### src/rtl/instr_enc_pkg.sv
// Shared encodings for the instruction encoder/loader and the control decoder bench:
// op_sel values, 6-bit opcode/funct constants and the loader FSM state type.
package instr_enc_pkg;

  typedef enum logic [3:0] {
    SEL_RTYPE = 4'd0,
    SEL_LW    = 4'd1,
    SEL_SW    = 4'd2,
    SEL_BEQ   = 4'd3,
    SEL_ORI   = 4'd4,
    SEL_BGEZ  = 4'd5,
    SEL_JPC   = 4'd6,
    SEL_BALRN = 4'd7,
    SEL_JMADD = 4'd8
  } op_sel_e;

  localparam logic [5:0] OP_RTYPE = 6'b000000;
  localparam logic [5:0] OP_LW    = 6'b100011;
  localparam logic [5:0] OP_SW    = 6'b101011;
  localparam logic [5:0] OP_BEQ   = 6'b000100;
  localparam logic [5:0] OP_ORI   = 6'b001101;
  localparam logic [5:0] OP_BGEZ  = 6'b100111;
  localparam logic [5:0] OP_JPC   = 6'b011110;

  localparam logic [5:0] FN_BALRN = 6'b010111;
  localparam logic [5:0] FN_JMADD = 6'b100001;

  typedef enum logic [1:0] {
    ST_IDLE  = 2'd0,
    ST_LOAD  = 2'd1,
    ST_FLUSH = 2'd2,
    ST_DONE  = 2'd3
  } ld_state_e;

  function automatic logic [31:0] r_word(input logic [4:0] rs, input logic [4:0] rt,
                                         input logic [4:0] rd, input logic [4:0] shamt,
                                         input logic [5:0] fn);
    return {OP_RTYPE, rs, rt, rd, shamt, fn};
  endfunction

  function automatic logic [31:0] i_word(input logic [5:0] op, input logic [4:0] rs,
                                         input logic [4:0] rt, input logic [15:0] imm16);
    return {op, rs, rt, imm16};
  endfunction

endpackage

### src/rtl/instr_word_encode.sv
// Combinational assembler: symbolic op_sel plus register/immediate fields -> 32-bit MIPS word.
// legal is low for op_sel codes 9-15, in which case word is zero.
module instr_word_encode
  import instr_enc_pkg::*;
(
  input  logic [3:0]  op_sel,
  input  logic [4:0]  rs,
  input  logic [4:0]  rt,
  input  logic [4:0]  rd,
  input  logic [4:0]  shamt,
  input  logic [5:0]  funct,
  input  logic [15:0] imm16,
  output logic [31:0] word,
  output logic        legal
);

  // NOTE: every output gets a default before the case so no path leaves it unassigned (no latch).
  always_comb begin
    word  = '0;
    legal = 1'b1;
    case (op_sel)
      SEL_RTYPE: word = r_word(rs, rt, rd, shamt, funct);
      SEL_BALRN: word = r_word(rs, rt, rd, shamt, FN_BALRN);
      SEL_JMADD: word = r_word(rs, rt, rd, shamt, FN_JMADD);
      SEL_LW:    word = i_word(OP_LW,   rs, rt, imm16);
      SEL_SW:    word = i_word(OP_SW,   rs, rt, imm16);
      SEL_BEQ:   word = i_word(OP_BEQ,  rs, rt, imm16);
      SEL_ORI:   word = i_word(OP_ORI,  rs, rt, imm16);
      SEL_BGEZ:  word = i_word(OP_BGEZ, rs, rt, imm16);
      SEL_JPC:   word = i_word(OP_JPC,  rs, rt, imm16);
      default:   legal = 1'b0;
    endcase
  end

endmodule

### src/rtl/instr_encode_loader.sv
// Instruction encoder/loader: accepts symbolic instructions and writes encoded words
// sequentially into instruction memory. Define ENC_CHECKSUM_EN to add the XOR checksum output.
module instr_encode_loader
  import instr_enc_pkg::*;
#(
  parameter logic [31:0] BASE_ADDR = 32'h0000_0000,
  parameter int          DEPTH     = 256
) (
  input  logic                     clk,
  input  logic                     reset,
  input  logic                     start,
  input  logic                     finish,
  input  logic                     in_valid,
  output logic                     in_ready,
  input  logic [3:0]               op_sel,
  input  logic [4:0]               rs,
  input  logic [4:0]               rt,
  input  logic [4:0]               rd,
  input  logic [4:0]               shamt,
  input  logic [5:0]               funct,
  input  logic [15:0]              imm16,
  output logic                     imem_we,
  output logic [31:0]              imem_addr,
  output logic [31:0]              imem_wdata,
  output logic [$clog2(DEPTH):0]   word_cnt,
  output logic                     full,
  output logic                     busy,
`ifdef ENC_CHECKSUM_EN
  output logic [31:0]              checksum,
`endif
  output logic                     illegal
);

  localparam int CW = $clog2(DEPTH) + 1;

  ld_state_e   state, state_nxt;
  logic [31:0] enc_word;
  logic        enc_legal;
  logic        xfer;
  logic        open_session;

  instr_word_encode u_encode (
    .op_sel (op_sel),
    .rs     (rs),
    .rt     (rt),
    .rd     (rd),
    .shamt  (shamt),
    .funct  (funct),
    .imm16  (imm16),
    .word   (enc_word),
    .legal  (enc_legal)
  );

  assign full         = (word_cnt == CW'(DEPTH));
  assign busy         = (state == ST_LOAD) || (state == ST_FLUSH);
  assign in_ready     = (state == ST_LOAD) && !full && !finish;
  assign xfer         = in_valid && in_ready;
  assign open_session = start && ((state == ST_IDLE) || (state == ST_DONE));

  always_comb begin
    state_nxt = state;
    case (state)
      ST_IDLE:  if (start)    state_nxt = ST_LOAD;
      ST_LOAD:  if (finish)   state_nxt = ST_FLUSH;
      // The write registered in LOAD is on the bus now; leave only once it has gone out.
      ST_FLUSH: if (!imem_we) state_nxt = ST_DONE;
      ST_DONE:  if (start)    state_nxt = ST_LOAD;
      default:                state_nxt = ST_IDLE;
    endcase
  end

  // NOTE: sequential state uses non-blocking assignments only, so every register samples pre-edge values.
  always_ff @(posedge clk or posedge reset) begin
    if (reset) state <= ST_IDLE;
    else       state <= state_nxt;
  end

  // NOTE: only control/datapath registers are reset here; the asynchronous reset also kills a pending write.
  always_ff @(posedge clk or posedge reset) begin
    if (reset) begin
      imem_we    <= 1'b0;
      imem_addr  <= BASE_ADDR;
      imem_wdata <= '0;
      word_cnt   <= '0;
      illegal    <= 1'b0;
`ifdef ENC_CHECKSUM_EN
      checksum   <= '0;
`endif
    end else begin
      imem_we <= 1'b0;
      if (open_session) begin
        word_cnt <= '0;
        illegal  <= 1'b0;
`ifdef ENC_CHECKSUM_EN
        checksum <= '0;
`endif
      end else if (xfer) begin
        if (enc_legal) begin
          imem_we    <= 1'b1;
          imem_addr  <= BASE_ADDR + (32'(word_cnt) << 2);
          imem_wdata <= enc_word;
          word_cnt   <= word_cnt + CW'(1);
`ifdef ENC_CHECKSUM_EN
          checksum   <= checksum ^ enc_word;
`endif
        end else begin
          illegal <= 1'b1;
        end
      end
    end
  end

endmodule

### config.mk
export PLATFORM = sky130hd
export DESIGN_NAME = instr_encode_loader
export DESIGN_NICKNAME = d
export VERILOG_FILES = /design/src/rtl/instr_enc_pkg.sv /design/src/rtl/instr_word_encode.sv /design/src/rtl/instr_encode_loader.sv
export SDC_FILE = /design/constraint.sdc
export NUM_CORES = 1
export LEC_CHECK = 0
export ABC_AREA = 1
export CAP_MARGIN = 15
export CORE_MARGIN = 2
export CORE_UTILIZATION = 39
export DETAILED_ROUTE_END_ITERATION = 10
export PLACE_DENSITY = 0.77
export SYNTH_ARGS = -nofsm -noshare
export SYNTH_HDL_FRONTEND = slang
export SYNTH_SLANG_ARGS = --single-unit
### constraint.sdc
create_clock -name clk -period 1.59 [get_ports clk]
set_input_delay 0.318 -clock clk [delete_from_list [all_inputs] [get_ports clk]]
set_output_delay 0.318 -clock clk [all_outputs]
set_load 0.005 [all_outputs]
-- Word level (Yosys, flattened, before mapping)
Cells that the tools add are included.
- flip-flop bits (word level): 54
- input port bits: 51
- add/sub/neg operators: 1
- eq/ne operators: 16
- multiplexer cells: 15
- bitwise logic cells: 1
- reductions and logical operators: 18
- operators by type and width (kind ; number):
    $pmux W32 S9 ; 1
    $mux W9 ; 3
    $eq A4 B3 Y1 const B ; 4
    $add A9 B1 Y9 const B ; 1
    $eq A9 B9 Y1 const B ; 1
    $reduce_or A9 Y1 ; 1
    $eq A4 B2 Y1 const B ; 2
    $mux W1 ; 7
    $mux W2 ; 3
    $pmux W2 S3 ; 1
    $reduce_and A3 Y1 ; 2
    $eq A2 B2 Y1 const B ; 2
    $eq A4 B1 Y1 const B ; 1
    $eq A4 B4 Y1 const B ; 1
    $logic_and A1 B1 Y1 ; 4
    $logic_not A4 Y1 ; 1
    $ne A2 B1 Y1 const B ; 2
    $ne A2 B2 Y1 const B ; 2
    $reduce_and A2 Y1 ; 2
    $reduce_bool A2 Y1 ; 2
    $eq A2 B1 Y1 const B ; 1
    $logic_not A1 Y1 ; 2
    $logic_not A2 Y1 ; 1
    $logic_or A1 B1 Y1 ; 2
    2 further kinds ; 2

-- Depth between registers and ports, before layout
Gate-level depths: netlist of run 1.
- depth in word-level cells: 7
- depth in mapped cells: 10
- gate-level depth less buffers: 9

-- Hierarchy
A second synthesis of run 1 with hierarchy kept.
- cells, all modules: 418
- area total of the unflattened synthesis: 3007.9 µm²
- by module, submodules not included (module ; instances ; cells each ; area an instance (µm²) ; seq. area each (µm²)):
    instr_encode_loader ; 1 ; 309 ; 2534.9 ; 1351.3
    instr_word_encode ; 1 ; 109 ; 473.0 ; 0.0

-- Worst setup path before layout of run 1
No wires, ideal clock.
- path type: flip-flop to flip-flop
- start: reg state[0]
- end: reg word_cnt[2]
- data arrival time: 1.387 ns
- required time: 1.473 ns
- path slack: 0.085 ns
- stages on the path, launching flop included: 8
- buffers on the path: 1
- clock period less this slack: 1.505 ns
- cell sequence: dfrtp_1 inv_1 ha_1 nand2_1 clkbuf_1 nand2_1 nand2_1 nand2_1
- word-level cells in the longest chain between the ends: 6
- elaborated cells between the ends (all ways): 12
- those cells by class: 2 x eq/ne; 1 x mux; 9 x reduce/logical
- ends and longest elaborated chain (what ; RTL line ; text):
    start, declared ; instr_encode_loader.sv:36 ; ld_state_e state, state_nxt;
    start signal, assigned ; instr_encode_loader.sv:75 ; else state <= state_nxt;
    $eq A2 B1 Y1 ; instr_encode_loader.sv:56 ; assign in_ready = (state == ST_LOAD) && !full && !finish;
    $logic_and A1 B1 Y1 (2 in series) ; instr_encode_loader.sv:56 ;
    $logic_and A1 B1 Y1 ; instr_encode_loader.sv:57 ; assign xfer = in_valid && in_ready;
    $reduce_bool A2 Y1 (no source line) ; - ;
    $reduce_and A2 Y1 (no source line) ; - ;
    end signal, assigned ; instr_encode_loader.sv:102 ; word_cnt <= word_cnt + CW'(1);
    end, declared ; instr_encode_loader.sv:25 ; output logic [$clog2(DEPTH):0] word_cnt,
Parallel ways exist; a longest one is shown, timed or not.
A chain may end at the register's enable or synchronous reset.

-- Worst setup path in the final report of run 1
- start: reg word_cnt[0]
- end: out in_ready
- word-level cells in the longest chain between the ends: 4
- ends and longest elaborated chain (what ; RTL line ; text):
    $eq A9 B9 Y1 ; instr_encode_loader.sv:54 ; assign full = (word_cnt == CW'(DEPTH));
    $logic_not A1 Y1 ; instr_encode_loader.sv:56 ;
    $logic_and A1 B1 Y1 (2 in series) ; instr_encode_loader.sv:56 ;
    end, declared ; instr_encode_loader.sv:14 ; output logic in_ready,
Every way passes these cells.

==> results, run 1 <==
- Of the total synthesized cell area, the portion taken by XOR and XNOR cells is 0.00863.
- Clock tree synthesis selected as its root buffer the cell sky130_fd_sc_hd__clkbuf_8.
- The critical path's top delay family is flip-flops.
- The fraction of the mapped netlist area in compound gates is 0.111.
- The number of global-route vias before repair was 2800.
- The die extent in x is 92.4 um.
- The critical path contains buffers and inverters numbering 3 combined.
- The final layout net count is 607.
- Row generation in the floorplan step produced 32 rows.
- Dividing the detail-routed wire length by the instance count gives 12.6 um.
- The largest single stage delay on the critical path is 410 ps.
- The final cycle utilization of the critical path is 1.04.
- The number of distinct standard cells referenced by the synthesized netlist is 30.
- The largest net degree at the start of global routing is 55.
- The total number of H-tree levels is 2.
- The count of max-cap constraint violations is 0.
- The simple-gate area share of the yosys netlist is 0.292.
- Compared with the post-synthesis result, the final layout area differs by 59.5%.
- Counting flops and latches in the post-synthesis netlist gives 54.
- The category of the most critical setup path is flop to primary output.
- In this run the register-to-register setup slack is -30 ps.
- In this run the most used layer during global routing was met2.
- TritonCTS built the clock tree.
- The die footprint is 8530 um^2.
- Detailed routing inserted a total of 3058 vias.
- VDD sags by at most 0.790 mV.
- Setup repair after global routing could not meet its margin everywhere.
- After synthesis, the share of cell area in mux cells is 0.
- Once detail routing completed, the nets flagged for antenna violations numbered 0.
- For the final database, setup skew stands at 8.06 ps.
- The total clock buffers created by CTS is 5.
- The first global-routing pass estimated 12.9 mm of wire.
- The routing usage on met1 is 0.238.
- On the critical path, the stage with the largest delay is an instance of sky130_fd_sc_hd__dfrtp_1.
- In this run the worst path has a maximum fanout of 2.
- A synthesized cell averages 7.54 um^2.
- Setup total negative slack on the finished layout was measured at -408 ps.
- In the global route stage, met2 resource usage came out at 0.321.
- The CTS clock-pin slew for the worst setup and hold paths is 100 ps.
- The max-slew violation count was 0.
- The summed area of non-filler cells in the final layout is 4850 um^2.
- From bottom edge to top edge, the die measures 92.4 um.
- The initial antenna violation count is 0.
- The leftover overflow at the end of global routing is 0.
- The clock latency on the worst-skew pair is 300 ps.
- The starting density of the core is 0.398.
- STA classifies the critical path startpoint as a flop.
- The worst setup path is captured at a primary output.
- The top cell types in the final layout, fill and taps aside, are sky130_fd_sc_hd__nand2_1 (145), sky130_fd_sc_hd__clkdlybuf4s50_1 (95), sky130_fd_sc_hd__dfrtp_1 (54).
- The count of mapped cells out of synthesis is 404.
- The detailed placer's ending HPWL is 5.81 mm.
- The most common cell after layout, fill and taps aside is sky130_fd_sc_hd__nand2_1.
- The final weighted congestion of routability-driven global placement is 0.857.
- The final critical delay including setup and external delays is 1660 ps.
- The detailed router finished its first iteration with 124 violations.
- The number of DRC violations after detailed routing is 0.
- The total count of hold-check failures in the final report was 0.
- Data on the critical path is required at its endpoint by 1270 ps.
- Setup violations remaining at the end of the flow were counted as 30.
- The adder and majority cell fraction of the synthesized area is 0.0164.
- The core area is 7650 um^2.
- The ratio of total power to cell area is 1180 nW/um^2.
- The largest buffer count on any clock path is 2.
- The pre-CTS setup slack is -332 ps.
- The cell leakage power is 2.55 nW.
- The sequential share of the synthesized area is 0.444.
- The area of the mapped netlist is 3040 um^2.
- The layout cell share with drive strength beyond 1 is 0.204.
- The routed wire length is 8.25 mm.
- The run finished, with violations left.
- The min-delay analysis places its worst path in the category input port to asynchronous set/reset pin.
- The number of input and output port buffers inserted is 105.
- 129 I/O pins were placed.
- The met3 global-route usage is 0.0366.
- The signal on the critical path passes through inv_2 > ha_4 > nand2_4 > nor2_4 > nand2_4 > inv_2 > nor3_2 > buf_2.
- The first detailed-routing pass took 4 iterations.
- The cell area after placement is 4400 um^2.
- The multi-input combinational cells in the finished layout cover a total of 1550 um^2.
- The combinational family with the most area after synthesis is simple AND/OR/NAND/NOR gates.
- The worst path arrival time is 1340 ps.
- The number of antenna repair diodes is 0.
- The checks that failed: negative setup slack.
- The achievable clock frequency is 0.603 GHz.
- The filler cell count is 652.
- The via-per-instance ratio is 4.67.
- The sequential cells in the finished layout cover a total of 1350 um^2.
- The total number of yosys warnings is 0.
- The clock drives 54 sinks.
- The final critical-path setup slack is -67.3 ps.
- The combined global-route utilization of all metal layers is 0.183.
==> cell type report <==
type                    count  area share
flip-flops and latches     54       0.278
clock inverters             2     0.00773
repair buffers            158       0.330
multi-input cells         304       0.320
clock buffers               6      0.0149
inverters                  29      0.0232
well taps                 102      0.0263
==> worst register-to-register path, stage by stage, from the launching register on <==
cell                      delay [ps]
sky130_fd_sc_hd__dfrtp_1         380
sky130_fd_sc_hd__inv_2            60
sky130_fd_sc_hd__ha_4            160
sky130_fd_sc_hd__nand2_4          60
sky130_fd_sc_hd__nor2_4           40
sky130_fd_sc_hd__nand2_4          60
sky130_fd_sc_hd__buf_6           110
sky130_fd_sc_hd__nand3_4         150
sky130_fd_sc_hd__nor2_8          240
sky130_fd_sc_hd__buf_12          160
sky130_fd_sc_hd__nand2_1          70
sky130_fd_sc_hd__nand2_1          70
==> routing by layer <==
metal | share of wire | routed length [um] | vias up
li1 | - | - | 1520
met1 | 0.43 | 3520 | 1412
met2 | 0.50 | 4090 | 116
met3 | 0.065 | 540 | 10
met4 | 0.012 | 102 | 0
met5 | 0 | 0 | -
==> kinds of logic after synthesis <==
logic type      Yosys count
simple gates            209
buf+inv                  69
compound gates           64
flops                    54
fa+ha+maj                 4
xor+xnor                  3
other cells               1
==> report_power, final <==
part	total [W]	internal (W)	switching, W
logic	0.00278	0.00154	0.00124
clock network	0.000907	0.000470	0.000436
registers	0.00204	0.00180	0.000244
==> Yosys cell counts, drive strengths merged <==
| master | number | area [um^2] |
|---|---|---|
| nand2 | 169 | 654 |
| o21ai | 58 | 302 |
| dfrtp | 54 | 1350 |
| buf | 30 | 238 |
| inv | 29 | 109 |
| nand3 | 19 | 108 |
| nor2 | 17 | 95.1 |
| clkbuf | 10 | 41.3 |
| a21oi | 4 | 20.0 |
| ha | 4 | 50.1 |
| nand4 | 2 | 18.8 |
| xor2 | 2 | 17.5 |
| a22oi | 1 | 7.51 |
| conb | 1 | 3.75 |
| nor3 | 1 | 5.00 |
| nor3b | 1 | 7.51 |
| o21bai | 1 | 7.51 |
| xnor2 | 1 | 8.76 |
==> worst paths after layout <==
check                           cells after the start                 startpoint                          to
worst max-delay path                                8    word_cnt[0]$_DFFE_PP0P_                    in_ready
worst min register to register                      2  imem_addr[10]$_DFFE_PP0P_   imem_addr[10]$_DFFE_PP0P_
worst max register to register                     11    word_cnt[0]$_DFFE_PP0P_  imem_wdata[23]$_DFFE_PP0P_
max in group asynchronous                           3                      reset   imem_wdata[5]$_DFFE_PP0P_
worst min-delay path                                3                      reset    imem_addr[3]$_DFFE_PP0P_
min in group clk                                    2  imem_addr[10]$_DFFE_PP0P_   imem_addr[10]$_DFFE_PP0P_
==> timing repair <==
item                       CTS  global route
gates resized for setup     39            46
hold buffers                 0             0
pin swaps                    4             9
setup endpoints to repair   36            58
hold endpoints to repair     0             0
buffers inserted             8             6
cloned                       0             3
==> flip-flops by register name, summed over array words and instances (netlist names) <==
name	cells
illegal	1
imem_addr	9
imem_wdata	32
imem_we	1
state	2
word_cnt	9
==> metrics by stage <==
| stage | hold WS, ps | std cells | util | total power, W |
|---|---|---|---|---|
| 6_report | 435 | 655 | 0.635 | 0.00573 |
| 5_1_grt | 472 | 655 | 0.635 | 0.00611 |
| 4_1_cts | 448 | 646 | 0.604 | 0.00545 |
| 3_5_place_dp | 484 | 630 | 0.575 | 0.00442 |
| 3_3_place_gp | 474 | 630 | 0.575 | 0.00436 |
| 2_1_floorplan | 386 | 426 | - | 0.00298 |
Power figures use the tool's default switching activity.
==> run 2, diff against run 1 <==
--- a/config.mk
+++ b/config.mk
@@ -10,6 +10,7 @@
 export CORE_MARGIN = 2
 export CORE_UTILIZATION = 39
 export DETAILED_ROUTE_END_ITERATION = 10
+export MAX_ROUTING_LAYER = met4
 export PLACE_DENSITY = 0.77
 export SYNTH_ARGS = -nofsm -noshare
 export SYNTH_HDL_FRONTEND = slang
==> results, run 2 (synthesized netlist as in run 1, its figures left out) <==
- The initial antenna violation count is 0 (unchanged).
- The internal power consumption is 0.00359 W (was 0.00381 W).
- The final critical delay including setup and external delays is 1660 ps (about the same).
- The global-route track usage on met2 was 0.324 (was 0.321).
- The total iterations of the first detailed-routing run was 4 (unchanged).
- The endpoint of the worst-slack reg-to-reg timing path is imem_addr[5]$_DFFE_PP0P_ (was imem_wdata[23]$_DFFE_PP0P_).
- The part of the power in registers is 0.370 (was 0.357).
- The switching part of the total power was 0.354 (was 0.335).
- The routing usage on met1 is 0.246 (was 0.238).
- The max-slew violation count was 0 (unchanged).
- Biggest regs: imem_wdata: 32 flops, imem_addr: 9 flops, word_cnt: 9 flops (unchanged).
- The via-per-instance ratio was 4.55 (was 4.67).
- The non-filler instance count after layout is 648 (was 655).
- The final hold slack is 429 ps (was 435 ps).
- The DRC marker count from the first detailed-route iteration was 113 (was 124).
- The nature of the critical path endpoint was a primary output (unchanged).
- The summed area of non-filler cells in the final layout is 4780 um^2 (was 4850 um^2).
- The flip-flop count of the largest register, all copies and words added came to 32 (unchanged).
- The final setup violation count was 47 (was 30).
- The number of global-route vias before repair is 2799 (was 2800).
- The most common cell after layout, fill and taps aside is sky130_fd_sc_hd__nand2_1 (unchanged).
- The largest fanout of any net on the critical path was 5 (was 2).
- The largest net degree at the start of global routing is 55 (unchanged).
- The final weighted congestion of routability-driven global placement is 0.862 (was 0.857).
- The clock tree root buffer cell was sky130_fd_sc_hd__clkbuf_8 (unchanged).
- Most frequent cells in the layout: sky130_fd_sc_hd__nand2_1 (143), sky130_fd_sc_hd__clkdlybuf4s50_1 (92), sky130_fd_sc_hd__dfrtp_1 (54) (was sky130_fd_sc_hd__nand2_1 (145), sky130_fd_sc_hd__clkdlybuf4s50_1 (95), sky130_fd_sc_hd__dfrtp_1 (54)).
- The met3 global-route usage is 0.0423 (was 0.0366).
- The most crowded layer after global routing is met2 (unchanged).
- The largest register by flop count is imem_wdata (unchanged).
- The TritonCTS clock tree is built (unchanged).
- The category of the most critical setup path is flop to primary output (unchanged).
- Run status: finished, violations left (unchanged).
- The combined global-route utilization of all metal layers is 0.193 (was 0.183).
- The number of DRC violations after detailed routing came to 0 (unchanged).
- The global-route wire length before repair was 13.0 mm (was 12.9 mm).
- The power spent charging and discharging nets is 0.00197 W (was 0.00192 W).
- The category of the worst setup path launch point is a flop (unchanged).
- The setup slack of the most critical reg-to-reg path is -70 ps (was -30 ps).
- The total count of hold-check failures in the final report is 0 (unchanged).
- The ratio of total power to cell area is 1160 nW/um^2 (was 1180 nW/um^2).
- The number of antenna repair diodes is 0 (unchanged).
- The number of input and output port buffers inserted is 105 (unchanged).
- The number of cells after detailed placement is 629 (was 630).
- The number of clock sinks was 54 (unchanged).
- The top-level port count came to 129 (unchanged).
- The worst path arrival time came to 1340 ps (about the same).
- The cell area after placement is 4390 um^2 (was 4400 um^2).
- The detailed placer's ending HPWL was 5.85 mm (was 5.81 mm).
- The final routed wire length divided by cell count is 12.6 um (about the same).
- The cell leakage power is 2.53 nW (was 2.55 nW).
- The path class of the lowest-slack min-delay path is input port to asynchronous set/reset pin (unchanged).
- The total number of H-tree levels was 2 (unchanged).
- The die outline height is 92.4 um (unchanged).
- The largest buffer count on any clock path is 2 (unchanged).
- Failing checks: negative setup slack (unchanged).
- The final layout net count was 600 (was 607).
- The total number of placement rows is 32 (unchanged).
- The count of max-cap constraint violations is 0 (unchanged).
- The pre-CTS setup slack is -357 ps (was -332 ps).
- The starting density of the core is 0.398 (unchanged).
- The origin of the critical flop-to-flop path is state[1]$_DFFE_PP0P_ (was word_cnt[0]$_DFFE_PP0P_).
- The die extent in x was 92.4 um (unchanged).
- The die footprint is 8530 um^2 (unchanged).
- The final setup skew is 8.88 ps (was 8.06 ps).
- The total clock buffers created by CTS is 5 (unchanged).
- The worst path required time is 1270 ps (about the same).
- The clock latency on the worst-skew pair is 310 ps (was 300 ps).
- The count of nets left with antenna violations after detail routing was 0 (unchanged).
- The setup TNS is -1420 ps (was -408 ps).
- The depth of the most critical reg-to-reg path is 9 (was 11).
- RSZ-0062 raised after global routing: true (unchanged).
- The core area is 7650 um^2 (unchanged).
- The routed wire length came to 8.18 mm (was 8.25 mm).
- The maximum resistive drop on vdd is 0.651 mV (was 0.790 mV).
- The total vias in the final route came to 2948 (was 3058).
- The final critical-path setup slack is -70.5 ps (was -67.3 ps).
- The leftover overflow at the end of global routing was 0 (unchanged).
- The layout cell share with drive strength beyond 1 is 0.205 (was 0.204).
- The layout-stage area growth over the synthesis result is 56.9% (was 59.5%).
- The CTS clock-pin slew for the worst setup and hold paths is 110 ps (was 100 ps).
- The achievable clock frequency is 0.602 GHz (was 0.603 GHz).
- The logic gate share of total power is 0.486 (was 0.485).
- The proportion of power drawn by the clock network is 0.145 (was 0.158).
- The final cycle utilization of the critical path is 1.04 (about the same).
==> run 2: cell types whose count changed in the layout (fill, tap and decap cells not counted), moves of 3 or more <==
| cell | change |
|---|---|
| sky130_fd_sc_hd__buf_6 | -3 |
| sky130_fd_sc_hd__nand2_2 | +4 |
| sky130_fd_sc_hd__o21ai_1 | +6 |
| sky130_fd_sc_hd__o21ai_0 | -7 |
| sky130_fd_sc_hd__clkdlybuf4s50_1 | -3 |
| sky130_fd_sc_hd__buf_4 | -4 |
==> run 2: worst max-delay path by stage <==
stage | startpoint | end | depth (start not counted)
6_report | word_cnt[0]$_DFFE_PP0P_ | word_cnt[0] | 2
5_1_grt | word_cnt[0]$_DFFE_PP0P_ | in_ready | 8
4_1_cts | word_cnt[0]$_DFFE_PP0P_ | in_ready | 8
3_5_place_dp | op_sel[1] | word_cnt[3]$_DFFE_PP0P_ | 8
3_3_place_gp | op_sel[1] | word_cnt[7]$_DFFE_PP0P_ | 8
2_1_floorplan | state[0]$_DFFE_PP0P_ | word_cnt[2]$_DFFE_PP0P_ | 7
==> run 2: power groups by stage <==
| stage | registers (W) | clock network [W] | logic [W] |
|---|---|---|---|
| 2_1_floorplan | 0.00207 | 0 | 0.000911 |
| 3_3_place_gp | 0.00204 | 0 | 0.00232 |
| 3_5_place_dp | 0.00205 | 0 | 0.00238 |
| 4_1_cts | 0.00204 | 0.000828 | 0.00248 |
| 5_1_grt | 0.00210 | 0.000889 | 0.00297 |
| 6_report | 0.00205 | 0.000803 | 0.00270 |
==> run 2: critical path, stage by stage (launching register included) <==
cell	delay, ps
sky130_fd_sc_hd__dfrtp_1	370
sky130_fd_sc_hd__buf_4	160
sky130_fd_sc_hd__clkdlybuf4s50_1	510
==> run 2: area by class of cell <==
cell class                      count  area, um^2
Clock buffer                        5        68.8
Clock inverter                      3        25.0
Fill cell                         669        2870
Inverter                           29         115
Multi-Input combinational cell    303        1540
Sequential cell                    54        1350
Tap cell                          102         128
Timing Repair Buffer              152        1550
==> run 2: stage by stage <==
step	util	power, W
after floorplan	-	0.00298
after global placement	0.574	0.00436
after detailed placement	0.574	0.00443
after CTS	0.599	0.00535
after global routing	0.625	0.00595
final	0.625	0.00555
==> run 2: metal layers <==
metal	share of wire	vias up
li1	-	1506
met1	0.44	1333
met2	0.49	104
met3	0.065	5
met4	0.0062	0
met5	0	-
==> run 2: repair_timing <==
action / CTS / global route
hold buffers: 0 / 0
endpoints found under the setup margin: 62 / 58
setup buffers: 6 / 4
gates cloned: 0 / 1
resized for setup: 43 / 53
pin swaps: 6 / 4
